[src/rtl/cond_pkg.sv]
// rtl/cond_pkg.sv - condition codes and flag bit positions shared by the conditional-execution unit
package cond_pkg;

  localparam logic [3:0] COND_EQ = 4'b0000;
  localparam logic [3:0] COND_NE = 4'b0001;
  localparam logic [3:0] COND_CS = 4'b0010;
  localparam logic [3:0] COND_CC = 4'b0011;
  localparam logic [3:0] COND_MI = 4'b0100;
  localparam logic [3:0] COND_PL = 4'b0101;
  localparam logic [3:0] COND_VS = 4'b0110;
  localparam logic [3:0] COND_VC = 4'b0111;
  localparam logic [3:0] COND_HI = 4'b1000;
  localparam logic [3:0] COND_LS = 4'b1001;
  localparam logic [3:0] COND_GE = 4'b1010;
  localparam logic [3:0] COND_LT = 4'b1011;
  localparam logic [3:0] COND_GT = 4'b1100;
  localparam logic [3:0] COND_LE = 4'b1101;
  localparam logic [3:0] COND_AL = 4'b1110;
  localparam logic [3:0] COND_NV = 4'b1111;

  localparam int FLAG_N = 3;
  localparam int FLAG_Z = 2;
  localparam int FLAG_C = 1;
  localparam int FLAG_V = 0;

endpackage

[src/rtl/cond_check.sv]
// rtl/cond_check.sv - combinational evaluation of a condition field against stored flags
module cond_check
  import cond_pkg::*;
(
  input  logic [3:0] Cond,
  input  logic [3:0] Flags,
  output logic       CondEx
);

  logic n, z, c, v;

  assign n = Flags[FLAG_N];
  assign z = Flags[FLAG_Z];
  assign c = Flags[FLAG_C];
  assign v = Flags[FLAG_V];

  always_comb begin
    CondEx = 1'b1;
    case (Cond)
      COND_EQ: CondEx = z;
      COND_NE: CondEx = ~z;
      COND_CS: CondEx = c;
      COND_CC: CondEx = ~c;
      COND_MI: CondEx = n;
      COND_PL: CondEx = ~n;
      COND_VS: CondEx = v;
      COND_VC: CondEx = ~v;
      COND_HI: CondEx = c & ~z;
      COND_LS: CondEx = ~c | z;
      COND_GE: CondEx = (n == v);
      COND_LT: CondEx = (n != v);
      COND_GT: CondEx = ~z & (n == v);
      COND_LE: CondEx = z | (n != v);
      // NV is deliberately executed as unconditional, same as AL
      default: CondEx = 1'b1;
    endcase
  end

endmodule

[src/rtl/cond_logic.sv]
// rtl/cond_logic.sv - flags register, captured condition result and write-enable gating
module cond_logic
  import cond_pkg::*;
(
  input  logic       clk,
  input  logic       reset,
  input  logic [3:0] Cond,
  input  logic [3:0] ALUFlags,
  input  logic [1:0] FlagW,
  input  logic       PCS,
  input  logic       RegW,
  input  logic       MemW,
  input  logic       NoWrite,
  input  logic       CondCapture,
  output logic       PCSrc,
  output logic       RegWrite,
  output logic       MemWrite,
  output logic [3:0] Flags,
  output logic       CondExR
);

  logic [1:0] flags_nz_q, flags_nz_d;
  logic [1:0] flags_cv_q, flags_cv_d;
  logic       cond_ex_r_q, cond_ex_r_d;
  logic       cond_ex;
  logic       ce;

  assign Flags   = {flags_nz_q, flags_cv_q};
  assign CondExR = cond_ex_r_q;

  cond_check u_cond_check (
    .Cond   (Cond),
    .Flags  (Flags),
    .CondEx (cond_ex)
  );

  // Outside the decode strobe the multicycle controller relies on the latched result
  assign ce = CondCapture ? cond_ex : cond_ex_r_q;

  always_comb begin
    flags_nz_d  = (FlagW[1] && ce) ? ALUFlags[FLAG_N:FLAG_Z] : flags_nz_q;
    flags_cv_d  = (FlagW[0] && ce) ? ALUFlags[FLAG_C:FLAG_V] : flags_cv_q;
    cond_ex_r_d = CondCapture ? cond_ex : cond_ex_r_q;
  end

  always_ff @(posedge clk or posedge reset) begin
    if (reset) begin
      flags_nz_q  <= 2'b00;
      flags_cv_q  <= 2'b00;
      cond_ex_r_q <= 1'b0;
    end else begin
      flags_nz_q  <= flags_nz_d;
      flags_cv_q  <= flags_cv_d;
      cond_ex_r_q <= cond_ex_r_d;
    end
  end

  assign PCSrc    = PCS  & ce & ~reset;
  assign RegWrite = RegW & ce & ~NoWrite & ~reset;
  assign MemWrite = MemW & ce & ~reset;

endmodule
[config.mk]
export PLATFORM = sky130hd
export DESIGN_NAME = cond_logic
export DESIGN_NICKNAME = d
export VERILOG_FILES = /design/src/rtl/cond_pkg.sv /design/src/rtl/cond_check.sv /design/src/rtl/cond_logic.sv
export SDC_FILE = /design/constraint.sdc
export NUM_CORES = 1
export LEC_CHECK = 0
export ABC_CLOCK_PERIOD_IN_PS = 2380
export CORE_AREA = 2 2 39 41
export CTS_CLUSTER_SIZE = 40
export DETAILED_ROUTE_END_ITERATION = 8
export DIE_AREA = 0 0 41 43
export GPL_ROUTABILITY_DRIVEN = 0
export PLACE_DENSITY = 0.78
export SLEW_MARGIN = 15
export SYNTH_ARGS = -nofsm -noshare
export SYNTH_HDL_FRONTEND = slang
export SYNTH_SLANG_ARGS = --single-unit
[constraint.sdc]
create_clock -name clk -period 2.38 [get_ports clk]
set_clock_uncertainty 0.15 [all_clocks]
set_input_delay 0.238 -clock clk [delete_from_list [all_inputs] [get_ports clk]]
set_output_delay 0.238 -clock clk [all_outputs]
set_load 0.1 [all_outputs]
==> metrics.yaml, run 1 <==
diodes: 0
hp-class: "input port to asynchronous set/reset pin"
r2r_cells: 7
crit_required_ns: 1.99
synthXorXnorAreaFrac_pct: 10.1
drt_iter0_drc: 1
grt_antenna_before_repair: 0
synthMuxAreaShare_pct: 16.5
netSwitchingFraction_pct: 49.6
root_buffer: "clkbuf_4"
final_common_cell: "clkdlybuf4s50_1"
yosysWarnings: 0
clock_sinks: 5
fp.coreArea_sq_um: 1380
syn_area_sq_um: 409
clkLatencyLatePin_ns: 0.23
syn_avg_cell_area_sq_um: 11.7
switching_power_mw: 0.359
vias: 436
die_w_um: 41
grt_pass1_wl_um: 1870
synthCells: 35
relSlewSlack_pct: 74.9
synth_nets: 52
grt_pass1_vias: 469
drv_slew: 0
pre_cts_ws_ns: -0.343
rr_startpoint: "flags_cv_q[0]"
power_density_nw_per_um2: 821
synthToLayoutAreaGrowth_pct: 115
cts_max_level: 1
overflow: 0
place_inst: 83
cap_violations: 0
port-buffer-count: 24
routed_wl_um: 1230
fillers: 120
period_minus_slack_ns: 2.66
ys_seq_area_share_pct: 30.6
grt.total_usage_pct: 16.4
dp_hpwl_um: 1000
timing.final.ws_setup_ns: -0.278
layout.area.seq_sq_um: 135
ir_drop_mv: 0.496
holdBufCountCts: 0
vias_per_cell: 4.90
finalPower_mw: 0.723
violations: "setup timing"
drc: 0
worst_setup_path_end_kind: "output pin"
cts_buffers: 3
start_kind: "flip-flop"
period_share_pct: 112
setup_viol: 3
multi_input_area_sq_um: 357
fmax_mhz: 376
worst_r2r_endpoint: "flags_cv_q[0]"
yosysUniqueCellTypes: 23
synth-seq-cells: 5
rows: 14
drt_first_pass_iters: 4
synth-simple-area-share_pct: 16.5
synth-compound-area-share_pct: 24.5
rsz0062_at_grt: "true"
synth_top_family_by_area: "compound AO/OA/AOI/OAI gates"
postRouteAntennaNets: 0
clk_path_buf_depth: 2
clkPwrFrac_pct: 12.9
crit_arrival_ns: 2.27
pwr-share-comb_pct: 67.7
finalNetCount: 91
synth_fa_ha_area_share_pct: 0
die_h_um: 43
status: "finished, violations left"
die_area_sq_um: 1760
final_cells: 89
hold_ws_ns: 0.295
rrSetupSlack_ns: 0.06
cts_tree: "yes"
worst_slew_pin_slew_ns: 0.372
finalHoldViolations: 0
grt_max_degree: 6
layout-drive-gt1-share_pct: 50.7
ioPinCount: 25
p_leak_nw: 0.361
initial_core_util_pct: 29.6
p_seq_share_pct: 19.4
final_cell_mix: "15 x clkdlybuf4s50_1, 14 x buf_4, 3 x clkbuf_4, 3 x buf_12"
wl_per_cell_um: 13.9
internal_power_mw: 0.364
cp-startpoint: "flags_cv_q[0]"
criticalPathCategory: "flip-flop to output pin"
crit_fanout: 4
path_clk_slew_ns: 0.04
per-stage QoR:
step           util [%]  setup TNS [ns]  cell area [sq um]
2_1_floorplan         -           -1.76                477
3_3_place_gp       58.9           -1.08                815
3_5_place_dp       58.9           -1.33                815
4_1_cts            61.2          -0.659                847
5_1_grt            63.7          -0.879                881
6_report           63.7          -0.629                881
state kept, by name, indices dropped and copies added (netlist names):
register,flops
CondExR,1
flags_cv_q,2
flags_nz_q,2
synth_stat cells:
master	n	area, sq um
o2bb2ai_4	1	27.5
nand3b_1	1	7.51
mux2_1	4	45.0
nor3b_1	2	15.0
o31ai_1	1	7.51
a21oi_2	2	17.5
nand2_1	1	3.75
and2_1	1	6.26
nor2_1	1	3.75
o221ai_1	1	8.76
o22ai_1	1	6.26
mux4_2	1	22.5
xor2_1	2	17.5
xor3_1	1	23.8
nor4b_2	1	15.0
a31oi_1	1	6.26
inv_1	2	7.51
o2bb2ai_1	1	8.76
a21boi_0	1	7.51
and2b_2	1	8.76
dfrtp_1	5	125
o21ai_0	2	10.0
or2b_1	1	7.51
power by group through the flow:
stage / Clock (mW) / Sequential [mW] / Combinational [mW]
floorplan: 0 / 0.304 / 0.154
global placement: 0 / 0.139 / 0.454
detailed placement: 0 / 0.141 / 0.459
CTS: 0.0995 / 0.140 / 0.465
global route: 0.111 / 0.145 / 0.511
finish: 0.0934 / 0.140 / 0.490
worst max-delay path: stages, from the launching register on:
cell	delay (ns)
dfrtp_4	0.49
mux4_2	0.52
xor2_2	0.22
o2bb2ai_4	0.09
o2bb2ai_4	0.17
nor4b_4	0.33
buf_12	0.22
final cells by class:
| cell class | count | area share [%] |
|---|---|---|
| tap | 16 | 2.27 |
| multi-input combinational | 28 | 40.5 |
| timing repair buffer | 34 | 38.1 |
| clock buffer | 4 | 2.98 |
| sequential | 5 | 15.3 |
| inverter | 2 | 0.852 |
worst max-delay path by stage:
| stage | to | slack [ns] | cells past startpoint |
|---|---|---|---|
| floorplan | RegWrite | -0.76 | 5 |
| global placement | RegWrite | -0.29 | 7 |
| detailed placement | RegWrite | -0.34 | 7 |
| CTS | RegWrite | -0.30 | 6 |
| global route | RegWrite | -0.36 | 6 |
| finish | RegWrite | -0.28 | 6 |
cell families after synthesis:
kind of cell / Yosys count
AND/OR/NAND/NOR: 9
buffers and inverters: 2
multiplexers: 5
XOR/XNOR: 3
flip-flops: 5
AO/OA/AOI/OAI: 11
per-layer routing:
| layer | vias to the layer above | wire length [um] | global-route usage (%) |
|---|---|---|---|
| li1 | 213 | - | - |
| met2 | 15 | 655 | 27.5 |
| met5 | - | 0 | 0 |
| met1 | 206 | 491 | 16.6 |
| met4 | 0 | 17 | 10.0 |
| met3 | 2 | 69 | 4.71 |
repair_timing:
item                                    in CTS  in global routing
endpoints found under the setup margin       3                  3
setup buffers                                1                  1
endpoints found under the hold margin        0                  0
resized for setup                            1                  5
pin swaps                                    4                  3
Note: power is estimated with default switching activity, not from simulation.
==> run 2: changes to the inputs <==
--- a/config.mk
+++ b/config.mk
@@ -5,9 +5,9 @@
 export SDC_FILE = /design/constraint.sdc
 export NUM_CORES = 1
 export LEC_CHECK = 0
-export ABC_CLOCK_PERIOD_IN_PS = 2380
+export ABC_CLOCK_PERIOD_IN_PS = 2850
 export CORE_AREA = 2 2 39 41
-export CTS_CLUSTER_SIZE = 40
+export CTS_CLUSTER_SIZE = 16
 export DETAILED_ROUTE_END_ITERATION = 8
 export DIE_AREA = 0 0 41 43
 export GPL_ROUTABILITY_DRIVEN = 0
==> constraint.sdc (replaced) <==
create_clock -name clk -period 2.85 [get_ports clk]
set_clock_uncertainty 0.15 [all_clocks]
set_input_delay 0.285 -clock clk [delete_from_list [all_inputs] [get_ports clk]]
set_output_delay 0.285 -clock clk [all_outputs]
set_load 0.1 [all_outputs]
==> run 2 against run 1 <==
  * The run now ends clean
  * Routed wire length decreased by 12%
  * Highest routed layer unchanged
  * Critical path depth increased by 1
  * Sequential share of layout area increased by 1.3 points
  * Non-clock buffer count decreased by 6
  * Via count decreased by 8.5%
  * Worst hold slack improved by 0.053 ns
  * Critical path type is now input port to output pin
  * Flip-flop and latch count unchanged
  * Global-route usage decreased by 1.5 points
  * Count of clock-buffer cells in the layout unchanged
==> metrics.yaml, run 2 (synthesis gave the netlist of run 1 again) <==
relSlewSlack_pct: 76.0
criticalPathCategory: "input port to output pin"
hold_ws_ns: 0.348
crit_end: "RegWrite"
overflow: 0
ir_drop_mv: 0.312
routed_wl_um: 1080
die_h_um: 43
ioPinCount: 25
postLayoutCoreUtil_pct: 58.8
power_density_nw_per_um2: 693
die_area_sq_um: 1760
cts_setup_buffers: 0
finalHoldViolations: 0
finalNetCount: 85
dp_hpwl_um: 919
p_leak_nw: 0.328
clock_sinks: 5
grt_antenna_before_repair: 0
worst_r2r_endpoint: "flags_cv_q[0]"
pwr-share-comb_pct: 64.5
postRouteAntennaNets: 0
rrSetupSlack_ns: 0.55
crit_fanout: 4
internal_power_mw: 0.276
clk_path_buf_depth: 2
netSwitchingFraction_pct: 51.0
final_common_cell: "clkdlybuf4s50_1"
r2r_cells: 6
path_clk_slew_ns: 0.04
drt_first_pass_iters: 2
grt_pass1_wl_um: 1760
start_kind: "input port"
fin_tns_setup_ns: 0
cts_max_level: 1
period_minus_slack_ns: 2.75
port-buffer-count: 24
rr_startpoint: "flags_cv_q[0]"
pre_cts_ws_ns: 0.0180
drt_iter0_drc: 1
drc: 0
timing.final.ws_setup_ns: 0.0977
cp-startpoint: "Cond[0]"
fp.coreArea_sq_um: 1380
crit_arrival_ns: 2.32
grt_max_degree: 7
stdcell_area_sq_um: 813
cts_buffers: 3
cap_violations: 0
crit_required_ns: 2.41
hp-class: "input port to asynchronous set/reset pin"
rsz0062_at_grt: "false"
vias: 399
worst_slew_pin_slew_ns: 0.358
rows: 14
drv_slew: 0
initial_core_util_pct: 29.6
die_w_um: 41
fillers: 123
p_seq_share_pct: 21.6
fmax_mhz: 363
grt.total_usage_pct: 14.9
place_inst: 79
wl_per_cell_um: 13.0
switching_power_mw: 0.288
clkPwrFrac_pct: 13.9
final_cell_mix: "15 x clkdlybuf4s50_1, 9 x buf_4, 4 x mux2_1, 3 x clkbuf_4, 3 x buf_12"
vias_per_cell: 4.81
setup_viol: 0
status: "finished clean"
clkLatencyLatePin_ns: 0.24
cts_tree: "yes"
finalPower_mw: 0.564
final_cells: 83
worst_setup_path_end_kind: "output pin"
diodes: 0
grt_pass1_vias: 415
place_area_sq_um: 785
period_share_pct: 96.6
synthToLayoutAreaGrowth_pct: 98.8
root_buffer: "clkbuf_4"
layout-drive-gt1-share_pct: 43.3
-- run 2: critical path, cell delays in order --
cell	delay [ns]
clkdlybuf4s50_1	0.49
xor3_1	0.41
o31ai_1	0.24
a31oi_1	0.12
o2bb2ai_4	0.23
nor4b_4	0.32
buf_12	0.21
-- run 2: cell type report --
type	count	area (sq um)	area share, %
Clock buffer	4	26.3	3.23
Inverter	2	7.51	0.923
Multi-Input combinational cell	28	334	41.1
Sequential cell	5	135	16.6
Tap cell	16	20.0	2.46
Timing Repair Buffer	28	290	35.7
-- run 2: metal layers --
layer,up-vias,part of all wire [%],track usage (%)
met5,-,0,0
li1,197,-,-
met4,0,1.8,8.00
met2,13,50,21.6
met3,2,6.4,3.14
met1,187,42,19.9
-- run 2: worst min path at each step --
stage,startpoint,to,slack (ns),cells past startpoint
final,reset,flags_cv_q[0],0.35,2
after global routing,reset,flags_cv_q[0],0.37,2
after CTS,reset,CondExR,0.34,2
after detailed placement,flags_cv_q[1],flags_cv_q[1],0.38,1
after global placement,flags_nz_q[0],flags_nz_q[0],0.38,1
after floorplan,reset,CondExR,-0.09,1
-- run 2: power by group through the flow --
stage,logic [mW],registers (mW),clock network [mW]
after CTS,0.365,0.122,0.0830
after detailed placement,0.364,0.123,0
after floorplan,0.129,0.254,0
final,0.363,0.122,0.0786
after global placement,0.359,0.122,0
after global routing,0.379,0.125,0.0887
-- run 2: repair_timing --
action,CTS,global route
gates resized for setup,0,1
hold buffers,0,0
endpoints found under the setup margin,0,1
==> run 3: changes to the inputs <==
--- a/config.mk
+++ b/config.mk
@@ -10,8 +10,9 @@
 export CTS_CLUSTER_SIZE = 16
 export DETAILED_ROUTE_END_ITERATION = 8
 export DIE_AREA = 0 0 41 43
+export DONT_BUFFER_PORTS = 1
 export GPL_ROUTABILITY_DRIVEN = 0
-export PLACE_DENSITY = 0.78
+export PLACE_DENSITY = 0.54
 export SLEW_MARGIN = 15
 export SYNTH_ARGS = -nofsm -noshare
 export SYNTH_HDL_FRONTEND = slang
==> constraint.sdc (replaced) <==
create_clock -name clk -period 2.85 [get_ports clk]
set_clock_uncertainty 0.15 [all_clocks]
set_input_delay 0.285 -clock clk [delete_from_list [all_inputs] [get_ports clk]]
set_output_delay 0.285 -clock clk [all_outputs]
set_load 0.05 [all_outputs]
==> run 3 against run 2 <==
  * Setup slack better by 0.098 ns
  * Global-route usage is 0.58 points lower
  * Count of clock-buffer cells in the layout stayed put
  * Combinational power is 42% lower
==> metrics.yaml, run 3 (synthesis gave the netlist of run 1 again) <==
dp_hpwl_um: 865
power_density_nw_per_um2: 770
crit_required_ns: 2.41
drt_iter0_drc: 10
crit_fanout: 4
period_minus_slack_ns: 2.65
fillers: 147
postRouteAntennaNets: 0
fp.coreArea_sq_um: 1380
grt_pass1_vias: 392
clkLatencyLatePin_ns: 0.24
synthToLayoutAreaGrowth_pct: 29.1
fin_tns_setup_ns: 0
ioPinCount: 25
vias: 344
cts_setup_buffers: 0
start_kind: "flip-flop"
ir_drop_mv: 0.284
status: "finished clean"
holdBufCountCts: 1
final_cell_mix: "7 x buf_4, 5 x dfrtp_1, 4 x mux2_1, 3 x clkbuf_4"
grt.total_usage_pct: 14.3
die_w_um: 41
grt_antenna_before_repair: 0
finalPower_mw: 0.407
cts_buffers: 3
finalHoldViolations: 0
initial_core_util_pct: 29.6
rsz0062_at_grt: "false"
clock_sinks: 5
die_area_sq_um: 1760
cap_violations: 0
fmax_mhz: 377
criticalPathCategory: "flip-flop to output pin"
path_clk_slew_ns: 0.04
routed_wl_um: 1010
vias_per_cell: 5.46
pre_cts_ws_ns: 0.431
finalNetCount: 65
relSlewSlack_pct: 65.6
cts_tree: "yes"
port-buffer-count: 0
setup_viol: 0
final_common_cell: "buf_4"
crit_arrival_ns: 2.22
root_buffer: "clkbuf_4"
layout-drive-gt1-share_pct: 38.3
period_share_pct: 93.1
timing.final.ws_setup_ns: 0.196
hp-class: "input port to flip-flop"
rows: 14
rrSetupSlack_ns: 0.77
drt_first_pass_iters: 4
drc: 0
wl_per_cell_um: 16.0
worst_setup_path_end_kind: "output pin"
ctsResizeCount: 0
overflow: 0
drv_slew: 0
cts_max_level: 1
grt_pass1_wl_um: 1700
diodes: 0
die_h_um: 43
grt_max_degree: 7
p_leak_nw: 0.215
clk_path_buf_depth: 2
worst_slew_pin_slew_ns: 0.515
## run 3: cell count changes in the layout (fill, tap and decap cells not counted), sizes merged
cell and change:
dlygate4sd3 +1, buf -5, clkdlybuf4s50 -15, dlymetal6s2s -1
## run 3: stage by stage
step / hold WS, ns / util [%] / instances / instance area, sq um
global placement: -0.0758 / 35.5 / 58 / 492
finish: 0.0318 / 38.2 / 63 / 528
floorplan: -0.0865 / - / 35 / 409
CTS: 0.0290 / 38.2 / 63 / 528
global route: 0.0139 / 38.2 / 63 / 528
detailed placement: -0.0686 / 35.5 / 58 / 492
## run 3: final cells by class
class                           count  area (sq um)  area share, %
Multi-Input combinational cell     28           287           54.3
Sequential cell                     5           125           23.7
Timing Repair Buffer                8          62.6           11.8
Clock buffer                        4          26.3           4.98
Tap cell                           16          20.0           3.79
Inverter                            2          7.51           1.42
## run 3: critical path, cell delays in order (launching register included)
cell       delay (ns)
dfrtp_1          0.41
mux4_2           0.49
xor2_1           0.24
o2bb2ai_4        0.12
o2bb2ai_1        0.22
nor4b_2          0.26
buf_4            0.23
## run 3: final timing paths
path                                 end  cells after the start     startpoint
setup / recovery                RegWrite                      6  flags_cv_q[0]
hold / removal             flags_nz_q[1]                      1    ALUFlags[3]
setup reg to reg           flags_cv_q[0]                      5  flags_cv_q[0]
hold reg to reg            flags_cv_q[0]                      1  flags_cv_q[0]
max in group asynchronous  flags_nz_q[1]                      2          reset
min in group asynchronous  flags_cv_q[1]                      2          reset
## run 3: power by group
group | internal, mW | total (mW) | leakage [nW] | switching (mW)
Sequential | 0.0895 | 0.115 | 0.0576 | 0.0253
Clock | 0.0528 | 0.0804 | 0.0150 | 0.0276
Combinational | 0.0813 | 0.211 | 0.143 | 0.130
Total | 0.224 | 0.407 | 0.215 | 0.183
## run 3: layer usage
layer	wire, um	vias up	GRT usage (%)	share of wire (%)
met5	0	-	0	0
met4	0	0	6.00	0
met3	100	0	6.28	9.9
met2	532	17	21.9	53
met1	376	168	16.7	37
li1	-	159	-	-
